### src/rtl/mc14500b_loader.sv
// mc14500b_loader: feeds a program stream into the MC14500B core one word at a
// time, releases the core into execution with a timed reset, and reports NOPF
// flags while the program runs.
module mc14500b_loader #(
    parameter int DEPTH      = 256,
    parameter int RST_CYCLES = 1
) (
    input  logic                       clk,
    input  logic                       rst,
    input  logic                       start,
    input  logic                       s_valid,
    output logic                       s_ready,
    input  logic [11:0]                s_data,
    input  logic                       s_last,
    output logic                       core_rst,
    output logic                       core_program_write,
    output logic [11:0]                core_program_cmd,
    input  logic [3:0]                 core_opcode,
    output logic                       busy,
    output logic                       running,
    output logic [$clog2(DEPTH+1)-1:0] words_loaded,
    output logic                       overflow,
    output logic                       flag_f
);

    localparam int WL_W = $clog2(DEPTH + 1);
    localparam int RC_W = $clog2(RST_CYCLES + 1);

    localparam logic [WL_W-1:0] DEPTH_W = WL_W'(DEPTH);
    localparam logic [WL_W-1:0] WL_ONE  = WL_W'(1);
    localparam logic [RC_W-1:0] RC_INIT = RC_W'(RST_CYCLES);
    localparam logic [RC_W-1:0] RC_ONE  = RC_W'(1);
    localparam logic [3:0]      OP_NOPF = 4'hF;

    typedef enum logic [2:0] {
        ST_IDLE,
        ST_LOAD,
        ST_WRITE,
        ST_START,
        ST_RUN
    } state_t;

    state_t            state_q, state_d;
    logic [11:0]       cmd_q, cmd_d;
    logic [WL_W-1:0]   wl_q, wl_d;
    logic              ovf_q, ovf_d;
    logic              last_q, last_d;
    logic [RC_W-1:0]   rst_cnt_q, rst_cnt_d;
    logic              flag_q, flag_d;

    // Next-state logic: word acceptance, overflow handling, start-of-run timing.
    always_comb begin
        state_d   = state_q;
        cmd_d     = cmd_q;
        wl_d      = wl_q;
        ovf_d     = ovf_q;
        last_d    = last_q;
        rst_cnt_d = RC_INIT;
        flag_d    = (state_q == ST_RUN) && (core_opcode == OP_NOPF);

        case (state_q)
            ST_IDLE: begin
                if (start) begin
                    state_d = ST_LOAD;
                    wl_d    = '0;
                    ovf_d   = 1'b0;
                end
            end
            ST_LOAD: begin
                if (s_valid && s_ready) begin
                    if (wl_q < DEPTH_W) begin
                        cmd_d   = s_data;
                        wl_d    = wl_q + WL_ONE;
                        last_d  = s_last;
                        state_d = ST_WRITE;
                    end else begin
                        // Core memory is full: drop the word, but still honour
                        // the end-of-program marker so the core gets started.
                        ovf_d = 1'b1;
                        if (s_last) begin
                            state_d = ST_START;
                        end
                    end
                end
            end
            ST_WRITE: begin
                state_d = last_q ? ST_START : ST_LOAD;
            end
            ST_START: begin
                // The counter is preloaded outside START and counts the
                // remaining reset cycles down to the last one.
                if (rst_cnt_q <= RC_ONE) begin
                    state_d = ST_RUN;
                end else begin
                    rst_cnt_d = rst_cnt_q - RC_ONE;
                end
            end
            ST_RUN: begin
                // Reload without resetting the core first.
                if (start) begin
                    state_d = ST_LOAD;
                    wl_d    = '0;
                    ovf_d   = 1'b0;
                end
            end
            default: begin
                state_d = ST_IDLE;
            end
        endcase
    end

    // State-decoded outputs toward the stream source and the core.
    always_comb begin
        s_ready            = 1'b0;
        core_rst           = 1'b0;
        core_program_write = 1'b0;
        busy               = 1'b0;
        running            = 1'b0;
        case (state_q)
            ST_IDLE: begin
                core_rst = 1'b1;
            end
            ST_LOAD: begin
                s_ready = 1'b1;
                busy    = 1'b1;
            end
            ST_WRITE: begin
                core_program_write = 1'b1;
                busy               = 1'b1;
            end
            ST_START: begin
                core_rst = 1'b1;
                busy     = 1'b1;
            end
            ST_RUN: begin
                running = 1'b1;
            end
            default: begin
                core_rst = 1'b1;
            end
        endcase
    end

    assign core_program_cmd = cmd_q;
    assign words_loaded     = wl_q;
    assign overflow         = ovf_q;
    assign flag_f           = flag_q;

    // Register bank with synchronous reset that abandons any in-flight word.
    always_ff @(posedge clk) begin
        if (rst) begin
            state_q   <= ST_IDLE;
            cmd_q     <= '0;
            wl_q      <= '0;
            ovf_q     <= 1'b0;
            last_q    <= 1'b0;
            rst_cnt_q <= RC_INIT;
            flag_q    <= 1'b0;
        end else begin
            state_q   <= state_d;
            cmd_q     <= cmd_d;
            wl_q      <= wl_d;
            ovf_q     <= ovf_d;
            last_q    <= last_d;
            rst_cnt_q <= rst_cnt_d;
            flag_q    <= flag_d;
        end
    end

endmodule
### config.mk
export PLATFORM = sky130hd
export DESIGN_NAME = mc14500b_loader
export DESIGN_NICKNAME = d
export VERILOG_FILES = /design/src/rtl/mc14500b_loader.sv
export SDC_FILE = /design/constraint.sdc
export NUM_CORES = 1
export LEC_CHECK = 0
export ABC_AREA = 1
export BUFFER_PORTS_ARGS = -buffer_cell sky130_fd_sc_hd__buf_2
export CAP_MARGIN = 20
export CELL_PAD_IN_SITES_DETAIL_PLACEMENT = 0
export CELL_PAD_IN_SITES_GLOBAL_PLACEMENT = 2
export CORE_MARGIN = 4
export CORE_UTILIZATION = 28
export CTS_BUF_LIST = sky130_fd_sc_hd__clkbuf_8
export DETAILED_ROUTE_END_ITERATION = 10
export PLACE_DENSITY = 0.88
export SYNTH_ARGS = -nofsm -noshare
export SYNTH_HDL_FRONTEND = slang
export SYNTH_SLANG_ARGS = --single-unit
### constraint.sdc
create_clock -name clk -period 3 [get_ports clk]
set_input_delay 0.3 -clock clk [delete_from_list [all_inputs] [get_ports clk]]
set_output_delay 0.3 -clock clk [all_outputs]
set_load 0.02 [all_outputs]
==> impl_metrics.tcl <==
set metrics [dict create \
    outcome "completed" \
    finalSetupTns_ps 0 \
    ys_warn_count 0 \
    htreeDepth 1 \
    dpl.hpwl_um 2416 \
    cts-resized-gates 0 \
    die-width_um 76.37 \
    ys_ff_latch 27 \
    setup_viol 0 \
    mostFrequentLayoutCells "buf_2 (48), nand2_1 (38), nor2_1 (29), inv_1 (28), dfxtp_1 (27)" \
    start_kind "register" \
    grt_pass1_vias 1279 \
    final_common_cell "buf_2" \
    synth_nets 214 \
    wire_per_inst_um 10.92 \
    insertion_delay_ps 270 \
    post-cts-setup-buffers 0 \
    globalplace.congestion 0.7646 \
    yosysSeqAreaShare_pct 41.30 \
    finalClockSkew_ps 3.975 \
    cts_tree "done" \
    maxCapViolCount 0 \
    ir_worst_vdd_mv 0.2864 \
    avgSynthCellArea_um2 6.816 \
    path_max_fanout 9 \
    path_clk_slew_ps 100 \
    setup_slack_ps 1087 \
    initial_utilization_pct 29.45 \
    worstPathArrival_ps 1610 \
    io_pins 49 \
    die-area_mm2 0.005832 \
    chipHeight_um 76.37 \
    p_switching_w 0.0003293 \
    slew_viol_final 0 \
    syn_area_mm2 0.001309 \
    worst_pin_slew_ps 565.2 \
    drc 0 \
    relSlewSlack_pct 62.28 \
    fmax_mhz 522.9 \
    seqPwrFrac_pct 47.2 \
    p_leak_nw 0.7810 \
    clock-sinks 27 \
    place_ws_ps 1377 \
    drt_wl_total_um 3177 \
    clkPwrFrac_pct 23.4 \
    end_kind "output pin" \
    grt.total_usage_pct 11.07 \
    worstPathRequired_ps 2700 \
    period_minus_slack_ps 1913 \
    swShare_pct 36.19 \
    cts-root-buf "clkbuf_8" \
    avgViaCountPerCell 4.505 \
    overflow 0 \
    cts_buffers 3 \
    finalHoldViolCount 0 \
    layout.nets 262 \
    hold_buffers 0 \
    stdcell_count 291 \
    crit_type "reg -> out" \
    power_density_mw_per_mm2 558.9 \
    syn_inst 192 \
    firstDrtPassIters 4 \
    drt_first_iter_violations 41 \
    drive_gt1_share_pct 25.10 \
    p_int_w 0.0005806 \
    rows 24 \
    fin_util_pct 36.63 \
    clockBufferDepth 2 \
    area_growth_pct 24.38 \
    hold_ws_ps 256.0 \
    dp_cells 287 \
    hp-class "in -> reg" \
    rsz0062_at_grt "false" \
    combPwrFrac_pct 29.4 \
    grt_max_degree 27 \
    antenna_found_initial 0 \
    dr_total_vias 1311 \
    diodes 0 \
    ant_nets 0 \
    grt_first_pass_wirelength_um 5492 \
    synth_cell_types 23 \
    core_mm2 0.004444 \
    portBuffers 48 \
    period_share_pct 63.75 \
]
## synthesized netlist by cell type (all sizes together)
cell    number  area [um2]
nand2       41       161.4
nor2        31       131.4
inv         29       108.9
dfxtp       27       540.5
a21oi       20       100.1
o21ai       17       85.08
nand3        9       62.56
nor3         4       20.02
buf          3       27.52
nand4        3       18.77
clkbuf       2       7.510
o21bai       2       15.01
clkinv       1       3.750
ha           1       12.51
nand3b       1       7.510
nor4         1       6.260
## kinds of logic after synthesis
family,share of synthesized area [%]
and+or+nand+nor,31.17
AOI/OAI and AO/OA,15.30
buffers and inverters,11.28
DFF,41.30
adders and majority gates,0.9559
## power by group through the flow
stage	Sequential, W	Clock, W	Combinational (W)
final	0.000429	0.000213	0.000268
after global routing	0.000437	0.000239	0.000306
after CTS	0.000430	0.000227	0.000273
after detailed placement	0.000438	0	0.000272
after global placement	0.000437	0	0.000274
after floorplan	0.000472	0	0.000158
## critical path, stage by stage, from the launching register on
cell	delay [ps]
dfxtp_1	400
nor2_4	210
clkinv_1	290
nor2_1	200
nor3_1	60
buf_2	170
## flip-flops by register name, summed over array words and instances, names as in the netlist
signal	flops
core_program_cmd	12
state_q	3
last_q	1
words_loaded	9
overflow	1
flag_f	1
## per-layer routing
metal / up-vias / global-route usage (%) / part of all wire [%] / routed length [um]
li1: 701 / - / - / -
met1: 565 / 14.09 / 49 / 1552
met2: 43 / 18.28 / 43 / 1358
met3: 2 / 4.019 / 8.0 / 253
met4: 0 / 1.630 / 0.38 / 12
met5: - / 0 / 0 / 0
## through the flow
step                      total power [W]  area (um2)
after global routing            0.0009818        1628
final                           0.0009098        1628
after global placement          0.0007109        1579
after detailed placement        0.0007104        1579
after floorplan                 0.0006305        1309
after CTS                       0.0009307        1628
## worst paths after layout
path / to / start / slack [ps] / depth (start not counted)
hold reg to reg: core_program_cmd[10] / core_program_cmd[10] / 450 / 2
setup reg to reg: words_loaded[6] / state_q[0] / 1560 / 8
hold / removal: flag_f / core_opcode[0] / 260 / 3
setup / recovery: core_rst / state_q[0] / 1090 / 5
## area by class of cell
type,instances,area [um2]
multi-input cells,130,620.6
flip-flops and latches,27,540.5
inverters,30,112.6
well taps,52,65.06
clock inverters,1,7.507
clock buffers,3,41.29
fillers,504,2816
repair buffers,48,240.2
Power figures use the tool's default switching activity.
